==> src/rtl/pico_io_sequencer.sv <==
// pico_io_sequencer: switch-driven front end for the picoMips transform core.
// Debounces SW8, captures x1/y1, launches the core and shows x2/y2 on LED.
module pico_io_sequencer #(
    parameter int DB_CYCLES      = 16,
    parameter int TIMEOUT_CYCLES = 255
) (
    input  logic       Clock,
    input  logic       nReset,
    input  logic [7:0] sw_data,
    input  logic       sw_go,
    input  logic       core_done,
    input  logic [7:0] x2_in,
    input  logic [7:0] y2_in,
    output logic [7:0] x1,
    output logic [7:0] y1,
    output logic       start,
    output logic [7:0] LED,
    output logic       busy,
    output logic       err
);

    localparam int DBW = $clog2(DB_CYCLES + 1);
    localparam int TOW = $clog2(TIMEOUT_CYCLES + 1);
    localparam logic [DBW-1:0] DB_LAST = DBW'(DB_CYCLES - 1);
    localparam logic [TOW-1:0] TO_LAST = TOW'(TIMEOUT_CYCLES - 1);

    localparam logic [2:0] S_WX = 3'd0;
    localparam logic [2:0] S_RX = 3'd1;
    localparam logic [2:0] S_WY = 3'd2;
    localparam logic [2:0] S_RY = 3'd3;
    localparam logic [2:0] S_GO = 3'd4;
    localparam logic [2:0] S_CW = 3'd5;
    localparam logic [2:0] S_SX = 3'd6;
    localparam logic [2:0] S_SY = 3'd7;

    logic           r_sync;
    logic           r_go_s;
    logic           r_go_db;
    logic           r_go_rise;
    logic           r_go_fall;
    logic [DBW-1:0] r_db_cnt;
    logic [2:0]     r_state;
    logic [TOW-1:0] r_to_cnt;
    logic [7:0]     r_x1;
    logic [7:0]     r_y1;
    logic [7:0]     r_led;
    logic [7:0]     r_y2;
    logic           r_start;
    logic           r_busy;
    logic           r_err;
    logic           w_timeout;

    assign w_timeout = (r_to_cnt == TO_LAST);

    // Edge pulses are registered so they line up with the go_db change.
    always_ff @(posedge Clock or negedge nReset) begin
        if (!nReset) begin
            r_sync    <= 1'b0;
            r_go_s    <= 1'b0;
            r_go_db   <= 1'b0;
            r_db_cnt  <= '0;
            r_go_rise <= 1'b0;
            r_go_fall <= 1'b0;
        end else begin
            r_sync    <= sw_go;
            r_go_s    <= r_sync;
            r_go_rise <= 1'b0;
            r_go_fall <= 1'b0;
            if (r_go_s == r_go_db) begin
                r_db_cnt <= '0;
            end else if (r_db_cnt == DB_LAST) begin
                r_db_cnt  <= '0;
                r_go_db   <= r_go_s;
                r_go_rise <= r_go_s;
                r_go_fall <= ~r_go_s;
            end else begin
                r_db_cnt <= r_db_cnt + DBW'(1);
            end
        end
    end

    always_ff @(posedge Clock or negedge nReset) begin
        if (!nReset) begin
            r_state  <= S_WX;
            r_to_cnt <= '0;
            r_x1     <= 8'd0;
            r_y1     <= 8'd0;
            r_led    <= 8'd0;
            r_y2     <= 8'd0;
            r_start  <= 1'b0;
            r_busy   <= 1'b0;
            r_err    <= 1'b0;
        end else begin
            r_start <= 1'b0;
            case (r_state)
                S_WX: if (r_go_rise) begin
                    r_x1    <= sw_data;
                    r_err   <= 1'b0;
                    r_state <= S_RX;
                end
                S_RX: if (r_go_fall) r_state <= S_WY;
                S_WY: if (r_go_rise) begin
                    r_y1    <= sw_data;
                    r_state <= S_RY;
                end
                // start and busy become visible together in the GO cycle
                S_RY: if (r_go_fall) begin
                    r_start  <= 1'b1;
                    r_busy   <= 1'b1;
                    r_to_cnt <= '0;
                    r_state  <= S_GO;
                end
                S_GO: begin
                    r_to_cnt <= '0;
                    r_state  <= S_CW;
                end
                S_CW: if (core_done) begin
                    r_y2    <= y2_in;
                    r_led   <= x2_in;
                    r_busy  <= 1'b0;
                    r_state <= S_SX;
                end else if (w_timeout) begin
                    r_led   <= 8'hFF;
                    r_err   <= 1'b1;
                    r_busy  <= 1'b0;
                    r_state <= S_WX;
                end else begin
                    r_to_cnt <= r_to_cnt + TOW'(1);
                end
                S_SX: if (r_go_rise) begin
                    r_led   <= r_y2;
                    r_state <= S_SY;
                end
                S_SY: if (r_go_fall) r_state <= S_WX;
                default: r_state <= S_WX;
            endcase
        end
    end

    assign x1    = r_x1;
    assign y1    = r_y1;
    assign start = r_start;
    assign LED   = r_led;
    assign busy  = r_busy;
    assign err   = r_err;

endmodule

==> config.mk <==
export PLATFORM = sky130hd
export DESIGN_NAME = pico_io_sequencer
export DESIGN_NICKNAME = d
export VERILOG_FILES = /design/src/rtl/pico_io_sequencer.sv
export SDC_FILE = /design/constraint.sdc
export NUM_CORES = 1
export LEC_CHECK = 0
export CORE_MARGIN = 1
export CORE_UTILIZATION = 45
export DETAILED_ROUTE_END_ITERATION = 6
export PLACE_DENSITY = 0.85
export SLEW_MARGIN = 20
export SYNTH_ARGS = -nofsm -noshare
export SYNTH_HDL_FRONTEND = slang
export SYNTH_SLANG_ARGS = --single-unit
export TNS_END_PERCENT = 50
==> constraint.sdc <==
create_clock -name Clock -period 1.45 [get_ports Clock]
set_input_delay 0.3625 -clock Clock [delete_from_list [all_inputs] [get_ports Clock]]
set_output_delay 0.3625 -clock Clock [all_outputs]
set_load 0.03 [all_outputs]
=== Word level (Yosys, flattened, before mapping) ===
Index checks and enable logic that the tools add are counted.

* $add $sub $neg: 2
* Equal/unequal tests: 20
* Muxes and demuxes: 33
* Bitwise operators: 2
* Reduce and logical (&&, ||, !) cells: 14

{| class="wikitable"
|+ Operator list
! operator !! number
|-
| $mux W8 || 6
|-
| $mux W3 || 8
|-
| $pmux W3 S8 || 1
|-
| $pmux W8 S3 || 1
|-
| $ne A2 B2 Y1 const B || 9
|-
| $pmux W8 S2 || 1
|-
| $eq A3 B3 Y1 const B || 4
|-
| $mux W1 || 12
|-
| $mux W5 || 2
|-
| $add A8 B1 Y8 const B || 1
|-
| $eq A8 B8 Y1 const B || 1
|-
| $reduce_and A2 Y1 || 4
|-
| $reduce_and A4 Y1 || 2
|-
| $reduce_and A7 Y1 || 1
|-
| $eq A3 B2 Y1 const B || 2
|-
| $reduce_and A3 Y1 || 2
|-
| $reduce_bool A2 Y1 || 3
|-
| $add A5 B1 Y5 const B || 1
|-
| $eq A5 B4 Y1 const B || 1
|-
| $pmux W1 S2 || 2
|-
| $eq A3 B1 Y1 const B || 1
|-
| $logic_not A3 Y1 || 1
|-
| $ne A3 B3 Y1 const B || 1
|-
| $reduce_bool A3 Y1 || 1
|-
| other kinds (2) || 3
|}

* Bits in registers: 56
* Bits of input ports: 28
* Output and inout bits: 27
* Logic and storage cells: 86

=== Depth between registers and ports, before layout ===
Gate-level depths: netlist of run 1.

* Depth after elaboration: 4
* Depth in mapped cells: 6
* Mapped depth without buffers: 6

=== Least setup slack after synthesis of run 1 ===
OpenSTA, ideal clock, no wires.

* Path type: register to register
* Start point: register r_state[2]
* End point: register r_led[0] (netlist: LED[0])
* Data arrival time: 1.423 ns
* Required time: 1.325 ns
* Path slack: -0.098 ns
* Stages on the path, launching flop included: 6
* Buffers on the path: 1
* Clock period less this slack: 1.548 ns
* Path through: dfrtp_1 > nor2b_1 > and2_4 > buf_6 > o21ai_4 > mux2_4

* Cells in the longest elaborated chain, start to end: 3
* Elaborated cells on any way between the ends: 7
* Those cells by class: 4 x eq/ne; 1 x mux; 2 x reduce/logical

{| class="wikitable"
|+ Ends and longest elaborated chain
! element !! RTL line !! source
|-
| from (decl) || 42 || <nowiki>logic [2:0] r_state;</nowiki>
|-
| from (signal assigned) || 84 || <nowiki>r_state <= S_WX;</nowiki>
|-
| from (signal assigned) || 99 || <nowiki>r_state <= S_RX;</nowiki>
|-
| from (signal assigned) || 101 || <nowiki>S_RX: if (r_go_fall) r_state <= S_WY;</nowiki>
|-
| $eq A3 B3 Y1 || 95 || <nowiki>case (r_state)</nowiki>
|-
| $ne A3 B3 Y1 (no line), or another cell as far along || - ||
|-
| $reduce_and A3 Y1 (no line) || - ||
|-
| to (signal assigned) || 119 || <nowiki>r_led <= x2_in;</nowiki>
|-
| to (signal assigned) || 131 || <nowiki>r_led <= r_y2;</nowiki>
|-
| to (decl) || 46 || <nowiki>logic [7:0] r_led;</nowiki>
|}

Several ways; a longest one is shown, not always the timed one.
A chain may end at the register's enable or synchronous reset.

=== Worst setup path in the final report of run 1 ===
* Start point: register r_state[1]
* End point: register r_x1[0] (netlist: x1[0])

* Cells in the longest elaborated chain, start to end: 2

{| class="wikitable"
|+ Ends and longest elaborated chain
! element !! RTL line !! source
|-
| $logic_not A3 Y1 || 95 ||
|-
| $reduce_and A2 Y1 (no line) || - ||
|-
| to (signal assigned) || 97 || <nowiki>r_x1 <= sw_data;</nowiki>
|-
| to (decl) || 44 || <nowiki>logic [7:0] r_x1;</nowiki>
|}

Every way passes these cells.

==> results of run 1 <==
[final cells by class]
class	instances	area share, %
Clock buffer	7	2.34
Sequential cell	56	38.0
Clock inverter	1	0.204
Inverter	14	1.42
Timing Repair Buffer	97	24.0
Multi-Input combinational cell	125	31.6
Tap cell	72	2.44
[layer usage]
layer	vias up	part of all wire [%]	wire length (um)	GRT usage, %
li1	909	-	-	-
met1	1002	39	2430	23.7
met2	59	55	3390	35.5
met3	18	3.4	209	3.76
met4	0	2.4	151	6.79
met5	-	0	0	0
[flip-flops by register name, indices dropped and copies added (netlist names), 3 cells and up]
register / flops
r_db_cnt: 5
x1: 8
r_y2: 8
r_state: 3
y1: 8
LED: 8
r_to_cnt: 8
[cell usage after synthesis, types with 3 or more instances]
cell and count:
a31oi_1 13, and3_1 3, nand3_1 7, ha_1 3, mux2_2 25, o21ai_0 6, nand2_1 8, o211ai_1 4
xor2_1 3, dfrtp_1 56, mux2_4 8, buf_6 4, nor2_1 13, inv_1 14
[power breakdown]
group	internal [mW]	leakage [nW]	switching, mW
Sequential	1.57	0.744	0.00795
Combinational	0.0994	1.05	0.0768
Clock	0.389	0.0445	0.496
[metrics by stage]
step                      power, mW  util, %
after CTS                      2.65     64.4
after floorplan                1.65        -
after global routing           2.76     67.0
after global placement         1.78     62.2
after detailed placement       1.78     62.2
final                          2.64     67.0
[timing repair]
action                                  CTS  global route
hold endpoints to repair                 17             0
gates resized for setup                  38            63
hold buffers                              1             0
endpoints found under the setup margin   60            65
pin swaps                                 3             4
gates cloned                              0             1
setup buffers                             3             5
[how the worst min path moves through the flow]
stage | start | endpoint | slack, ns
4_1_cts | r_sync | r_go_s | 0.37
6_report | r_sync | r_go_s | 0.37
3_3_place_gp | nReset | r_sync | 0.33
2_1_floorplan | nReset | LED[0] | 0.07
5_1_grt | r_sync | r_go_s | 0.38
3_5_place_dp | nReset | y1[5] | 0.33
[kinds of logic after synthesis]
group	after synthesis
simple gates	50
xor+xnor	3
buf+inv	21
fa+ha+maj	3
mux	34
flops	56
compound gates	35
[worst reg2reg max path, delay by kind of cell, from the launching register on]
kind | cells | cell delay (ns)
buffers and inverters | 3 | 0.48
DFF | 1 | 0.48
muxes | 1 | 0.30
and+or+nand+nor | 1 | 0.23
==> impl_metrics.ini, run 1 <==
[floorplan]
fp-row-count = 27
dieWidth_um = 77.5
pin_count = 55
die_area_um2 = 6010
core_um2 = 5510
start_util_pct = 46.6
chipHeight_um = 77.5

[synthesis]
synth-seq-cells = 56
synth_compound_area_share_pct = 9.70
yosysSeqAreaShare_pct = 54.6
yosysTopAreaCell = dfrtp_1
synth.net_count = 233
netlist.area_leader.share_pct = 54.6
synthMuxAreaShare_pct = 16.0
synth_top_family_by_area = multiplexers
synthCells = 202
synthAdderAreaFrac_pct = 1.46
synth-simple-area-share_pct = 12.8
yosysWarnings = 0
synth_area_um2 = 2570
synth_edf_count = 0
synthDistinctLibCells = 43
synth_flop_cell = dfrtp_1
async_flop_share_pct = 100
syn_avg_cell_area_um2 = 12.7
synth_area_leaders = dfrtp_1 55%, mux2_2 11%, mux2_4 4.7%
synthXorXnorAreaFrac_pct = 1.02

[cells_and_area]
drive_above_1_share_pct = 39.3
multiInputGateArea_um2 = 1160
finish.instance_area_um2 = 3690
antenna_cells = 0
area_growth_pct = 43.7
n_fill_cell = 400
layout_common_cells = 55 x dfrtp_1, 31 x buf_4, 25 x clkdlybuf4s50_1
ff_latch_area_um2 = 1400
layout_commonest_cell = dfrtp_1
layout.nets = 330
final_cell_count_no_fill = 372

[sta]
timing.final.max_slew_violations = 0
setup_tns_ns = -2.43
rsz0062_at_grt = true
holdWs_ns = 0.368
finalClockSkew_ns = 0.00879
setup_slack_ns = -0.134
worstMarginPinSlew_ns = 0.439
final-setup-viol-count = 34
period_needed_ns = 1.58
relSlewSlack_pct = 70.7
max_freq_mhz = 631
post-route-period-util_pct = 109
finalHoldViolCount = 0

[cts]
cts-root-buf = clkbuf_8
cts_buffers = 5
clkTransAtPathRegs_ns = 0.10
cts_sinks = 56
clkLatencyLatePin_ns = 0.31
cts_max_path_buffers = 2
cts_max_level = 2
cts_tree = yes

[worst_hold_path]
min_path_cells = 0
hp-class = flop to flop

[setup_path]
cp.arrival_ns = 1.78
reg2reg_depth = 5
cp-startpoint = r_state[1]
critPathLaunchType = flop
critical-path-top-delay-family = flip-flops
slowest_stage = dfrtp_2
path_buf_inv = 3
path_max_fanout = 5
cpPeakStageDelay_ns = 0.48
path_depth = 5
end_kind = flop
worstSetupPathType = flop to flop
worstReg2RegStart = r_state[1]
r2r-end = x1[0]
cp_data_required_time_ns = 1.65
cp-endpoint = x1[0]
ff2ff_setup_slack_ns = -0.13
crit_chain = buf_6 > nor4_4 > buf_4 > clkbuf_16 > mux2_4

[global_routing]
grt.total_usage_pct = 19.8
grt_overflow = 0
antenna_found_initial = 0
grt_pass1_vias = 1988
grt_pass1_wl_mm = 9.26
grt_max_degree = 26

[drt]
drt-initial-drc-count = 81
drc = 0
drt_wl_total_mm = 6.18
wl_per_cell_um = 16.6
first_pass_iters = 4
num_vias = 1988
viasPerCell = 5.34
postRouteAntennaNets = 0

[job]
max_cap_viol_count = 0

[place]
dpl.hpwl_mm = 4.07
place.gp.congestion = 0.805
placed_cell_area_um2 = 3430
pre_cts_slack_ns = -0.410
portBuffers = 54
dp_cells = 355

[pwr]
p_leak_nw = 1.84
powerDensity_nw_per_um2 = 716
ir_worst_vdd_v = 0.000513

[run_status]
violations = setup timing
status = complete, but fails checks
Power figures use the tool's default switching activity.
==> run 2: changes to the inputs <==
Settings changed: SKIP_LAST_GASP from default to 1.
==> run 2 against run 1 <==
Net effect: the run still ends with setup timing left; final area fell by 0.61%; cell count fell by 0.27%; clock power fell by 0.9%; sequential power barely moved; critical path depth rose by 2; non-clock buffer count fell by 1; clock-buffer cell count did not move; register-to-register slack improved by 0.02 ns.
==> impl_metrics.ini, run 2 (synthesis gave the netlist of run 1 again) <==
[setup_path]
r2r-end = LED[4]
critPathLaunchType = flop
worstReg2RegStart = r_to_cnt[0]
ff2ff_setup_slack_ns = -0.12
cp_data_required_time_ns = 1.65
reg2reg_depth = 7
worstSetupPathType = flop to flop
path_max_fanout = 8
cp.arrival_ns = 1.77
end_kind = flop

[sta]
period_needed_ns = 1.57
worstMarginPinSlew_ns = 0.438
relSlewSlack_pct = 70.8
rsz0062_at_grt = true
post-route-period-util_pct = 108
setup_tns_ns = -2.51
max_freq_mhz = 638
finalClockSkew_ns = 0.00585
final-setup-viol-count = 38
timing.final.max_slew_violations = 0
finalHoldViolCount = 0
setup_slack_ns = -0.118

[pwr]
ir_worst_vdd_v = 0.000542
pwr-share-seq_pct = 60.0
powerDensity_nw_per_um2 = 718
combPwrFrac_pct = 6.6
p_sw_uw = 571
p_int_mw = 2.06
p_leak_nw = 1.89
design_power_total_mw = 2.63
p_clk_share_pct = 33.4
switching_share_pct = 21.7

[drt]
drc = 0
wl_per_cell_um = 15.8
viasPerCell = 5.17
drt-initial-drc-count = 93
drt_wl_total_mm = 5.85
num_vias = 1917
first_pass_iters = 4
postRouteAntennaNets = 0

[worst_hold_path]
min_path_cells = 0
hold_end = r_go_s
hp-class = flop to flop
min_from = r_sync

[floorplan]
dieWidth_um = 77.5
start_util_pct = 46.6
chipHeight_um = 77.5
fp-row-count = 27
pin_count = 55
core_um2 = 5510
die_area_um2 = 6010

[place]
place.gp.congestion = 0.805
dpl.hpwl_mm = 4.07
portBuffers = 54

[cts]
cts_max_level = 2
clkTransAtPathRegs_ns = 0.10
cts_max_path_buffers = 2
clkLatencyLatePin_ns = 0.30
cts_sinks = 56
cts-root-buf = clkbuf_8
cts_tree = yes
cts_buffers = 5

[run_status]
violations = setup timing
status = complete, but fails checks

[cells_and_area]
layout_common_cells = 55 x dfrtp_1, 32 x buf_4, 26 x clkdlybuf4s50_1
area_growth_pct = 42.9
multiInputGateArea_um2 = 1120
layout.nets = 329
drive_above_1_share_pct = 33.1
n_fill_cell = 403
ff_latch_area_um2 = 1400
antenna_cells = 0
layout_commonest_cell = dfrtp_1

[global_routing]
grt_max_degree = 26
antenna_found_initial = 0
grt_pass1_wl_mm = 9.05
grt_overflow = 0
grt_pass1_vias = 1945
grt.total_usage_pct = 19.3

[job]
max_cap_viol_count = 0
## run 2: stage by stage
stage | worst slack, ns | hold slack, ns | utilization, % | std cells | area (um^2)
2_1_floorplan | -0.0876 | 0.0669 | - | 202 | 2570
3_3_place_gp | -0.365 | 0.329 | 62.2 | 355 | 3430
3_5_place_dp | -0.410 | 0.333 | 62.2 | 355 | 3430
4_1_cts | -0.103 | 0.373 | 64.1 | 366 | 3530
5_1_grt | -0.177 | 0.384 | 66.6 | 371 | 3670
6_report | -0.118 | 0.368 | 66.6 | 371 | 3670
## run 2: routing by layer
layer  GRT usage [%]  wire [um]  vias up
li1                -          -      907
met2            34.9       3160       57
met3            3.76        261        9
met4            6.04         81        0
met5               0          0        -
met1            23.1       2350      944
## run 2: final cells by class
type                    count  share of cell area [%]
clock buffers               7                    2.35
clock inverters             1                   0.205
inverters                  14                    1.43
multi-input cells         125                    30.5
flip-flops and latches     56                    38.3
well taps                  72                    2.46
repair buffers             96                    24.8
## run 2: worst max-delay path, stage by stage (launching register included)
cell and delay, ns:
dfrtp_1 0.40, inv_1 0.08, ha_2 0.19, nand3_4 0.08, o21ai_4 0.18, o21ai_4 0.09
buf_12 0.15, mux2_4 0.29
## run 2: worst max-delay path by stage
stage	from	endpoint	slack, ns
final	r_to_cnt[0]	LED[4]	-0.12
after global routing	r_state[2]	r_to_cnt[2]	-0.18
after CTS	r_state[1]	LED[4]	-0.10
after detailed placement	core_done	LED[4]	-0.41
after global placement	core_done	LED[0]	-0.37
after floorplan	r_state[1]	LED[0]	-0.09
## run 2: what timing repair did
action                                  in CTS  in global routing
endpoints found under the setup margin      60                 66
buffers inserted                             3                  4
endpoints found under the hold margin       17                  0
pin swaps                                    2                  4
cloned                                       0                  1
hold buffers                                 1                  0
resized for setup                           32                 20
## run 2: power groups by stage
stage                     Sequential [mW]  Combinational (mW)  Clock (mW)
after detailed placement             1.61               0.172           0
after floorplan                      1.61              0.0417           0
after global placement               1.61               0.167           0
after CTS                            1.58               0.175       0.899
after global routing                 1.58               0.192       0.977
final                                1.58               0.175       0.878
==> run 3: changes to the inputs <==
Settings changed: ABC_AREA from default to 1, CORE_UTILIZATION 45 to 46, PLACE_DENSITY 0.85 to 0.86.
==> run 3 against run 2 <==
Net effect: the run still ends with setup timing left; first-iteration DRC count rose by 24%; critical path depth down 6; maximum frequency is 7.3% higher; synthesized cell count grew 58%; critical path type is now flop to primary output; largest cell class unchanged; largest power group unchanged.
==> impl_metrics.ini, run 3 <==
[synthesis]
synth_compound_area_share_pct = 7.18
synthMuxAreaShare_pct = 0
synth.net_count = 350
synthDistinctLibCells = 30
synthXorXnorAreaFrac_pct = 0.674
synth_most_common_cell = nand2_1
synth_flop_cell = dfrtp_1
synthAdderAreaFrac_pct = 1.45
netlist.area_leader.share_pct = 53.9
synth_top_family_by_area = simple AND/OR/NAND/NOR gates
synth_area_um2 = 2600
synth-seq-cells = 56
synth-simple-area-share_pct = 31.5
synth_area_leaders = dfrtp_1 54%, nand2_1 19%, nor2_1 3.8%
syn_avg_cell_area_um2 = 8.14
async_flop_share_pct = 100
synth_edf_count = 0
yosysWarnings = 0
yosysTopAreaCell = dfrtp_1
ys_top_cells_by_count = 129 x nand2_1, 56 x dfrtp_1, 26 x nor2_1
synthCells = 319
yosysSeqAreaShare_pct = 53.9

[setup_path]
path_buf_inv = 1
cp_data_required_time_ns = 1.09
critical-path-top-delay-family = buffers and inverters
crit_chain = dlygate4sd2_1
critPathLaunchType = flop
slowest_stage = dlygate4sd2_1
end_kind = primary output
worstSetupPathType = flop to primary output
cp.arrival_ns = 1.10
path_max_fanout = 2
cpPeakStageDelay_ns = 0.42

[drt]
drc = 0
drt-initial-drc-count = 115
first_pass_iters = 4
postRouteAntennaNets = 0
num_vias = 2292
wl_per_cell_um = 12.0
viasPerCell = 4.93
drt_wl_total_mm = 5.60

[cells_and_area]
n_fill_cell = 430
layout_common_cells = 126 x nand2_1, 55 x dfrtp_1, 26 x clkdlybuf4s50_1
ff_latch_area_um2 = 1400
antenna_cells = 0
layout_commonest_cell = nand2_1
multiInputGateArea_um2 = 1080
area_growth_pct = 35.4
drive_above_1_share_pct = 13.7
finish.instance_area_um2 = 3520
final_core_util_pct = 66.7
layout.nets = 425

[run_status]
status = complete, but fails checks
violations = setup timing

[sta]
finalClockSkew_ns = 0.00920
timing.final.max_slew_violations = 0
setup_slack_ns = -0.0117
final-setup-viol-count = 1
post-route-period-util_pct = 101
finalHoldViolCount = 0
rsz0062_at_grt = true
period_needed_ns = 1.46
relSlewSlack_pct = 78.8
max_freq_mhz = 684
worstMarginPinSlew_ns = 0.316

[place]
place.gp.congestion = 0.829
placed_cell_area_um2 = 3340
dpl.hpwl_mm = 4.18
portBuffers = 54

[floorplan]
pin_count = 55
core_um2 = 5270
dieWidth_um = 77.1
die_area_um2 = 5950
start_util_pct = 49.3
chipHeight_um = 77.1
fp-row-count = 26

[cts]
cts_max_path_buffers = 2
cts_sinks = 56
cts_max_level = 2
clkLatencyLatePin_ns = 0.31
cts-root-buf = clkbuf_8
cts_tree = yes
cts_buffers = 5
clkTransAtPathRegs_ns = 0.10

[pwr]
design_power_total_mw = 2.73
ir_worst_vdd_v = 0.000635
powerDensity_nw_per_um2 = 776
p_leak_nw = 1.85

[global_routing]
grt_overflow = 0
grt_max_degree = 31
antenna_found_initial = 0
grt_pass1_vias = 2127
grt.total_usage_pct = 20.2
grt_pass1_wl_mm = 9.50

[worst_hold_path]
hp-class = flop to flop

[job]
max_cap_viol_count = 0
==> run 3: worst paths after layout <==
kind	cells after the start	startpoint	slack, ns	end
min reg2reg	0	r_sync	0.36	r_go_s
max reg2reg	8	r_state[2]	0.02	r_to_cnt[3]
max	1	y1[2]	-0.01	y1[2]
max in group asynchronous	3	nReset	0.43	LED[3]
min	0	r_sync	0.36	r_go_s
min in group asynchronous	2	nReset	0.51	x1[2]
==> run 3: per-stage QoR <==
step / setup slack [ns] / hold WS [ns] / std cells / TNS, ns
after CTS: -0.261 / 0.362 / 463 / -3.28
final: -0.0117 / 0.356 / 465 / -0.0117
after global placement: -0.171 / 0.249 / 454 / -2.92
after global routing: -0.100 / 0.386 / 465 / -2.00
after detailed placement: -0.234 / 0.264 / 454 / -4.07
after floorplan: 0.0524 / 0.0669 / 319 / 0
==> run 3: area by class of cell <==
class	instances	area share [%]
sequential	56	39.9
multi-input combinational	231	30.6
timing repair buffer	74	21.1
inverter	26	2.85
tap	70	2.49
clock buffer	6	2.06
clock inverter	2	0.996
==> run 3: where the power goes <==
part           total, mW  leakage [nW]  switching, mW  internal (mW)
clock network       1.00        0.0552          0.487          0.513
logic              0.152          1.11         0.0671         0.0851
registers           1.58         0.690        0.00665           1.57
total               2.73          1.85          0.561           2.17
==> run 3: cells by family (layout without fill, tap and decap cells) <==
kind of cell | count (synthesis) | after routing
adders and majority gates | 3 | 3
AOI/OAI and AO/OA | 35 | 35
and+or+nand+nor | 191 | 191
DFF | 56 | 56
buffers and inverters | 32 | 108
xor gates and xnor gates | 2 | 2
==> run 3: what timing repair did <==
| action | CTS | global route |
|---|---|---|
| hold endpoints to repair | 10 | 0 |
| buffers inserted | 0 | 2 |
| endpoints found under the setup margin | 25 | 51 |
| hold buffers | 1 | 0 |
| pin swaps | 0 | 1 |
| gates resized for setup | 15 | 20 |
==> run 3: layer usage <==
metal | routed length (um) | track usage (%)
met1 | 2440 | 24.8
met2 | 2850 | 35.2
met3 | 212 | 3.93
met4 | 101 | 6.79
met5 | 0 | 0
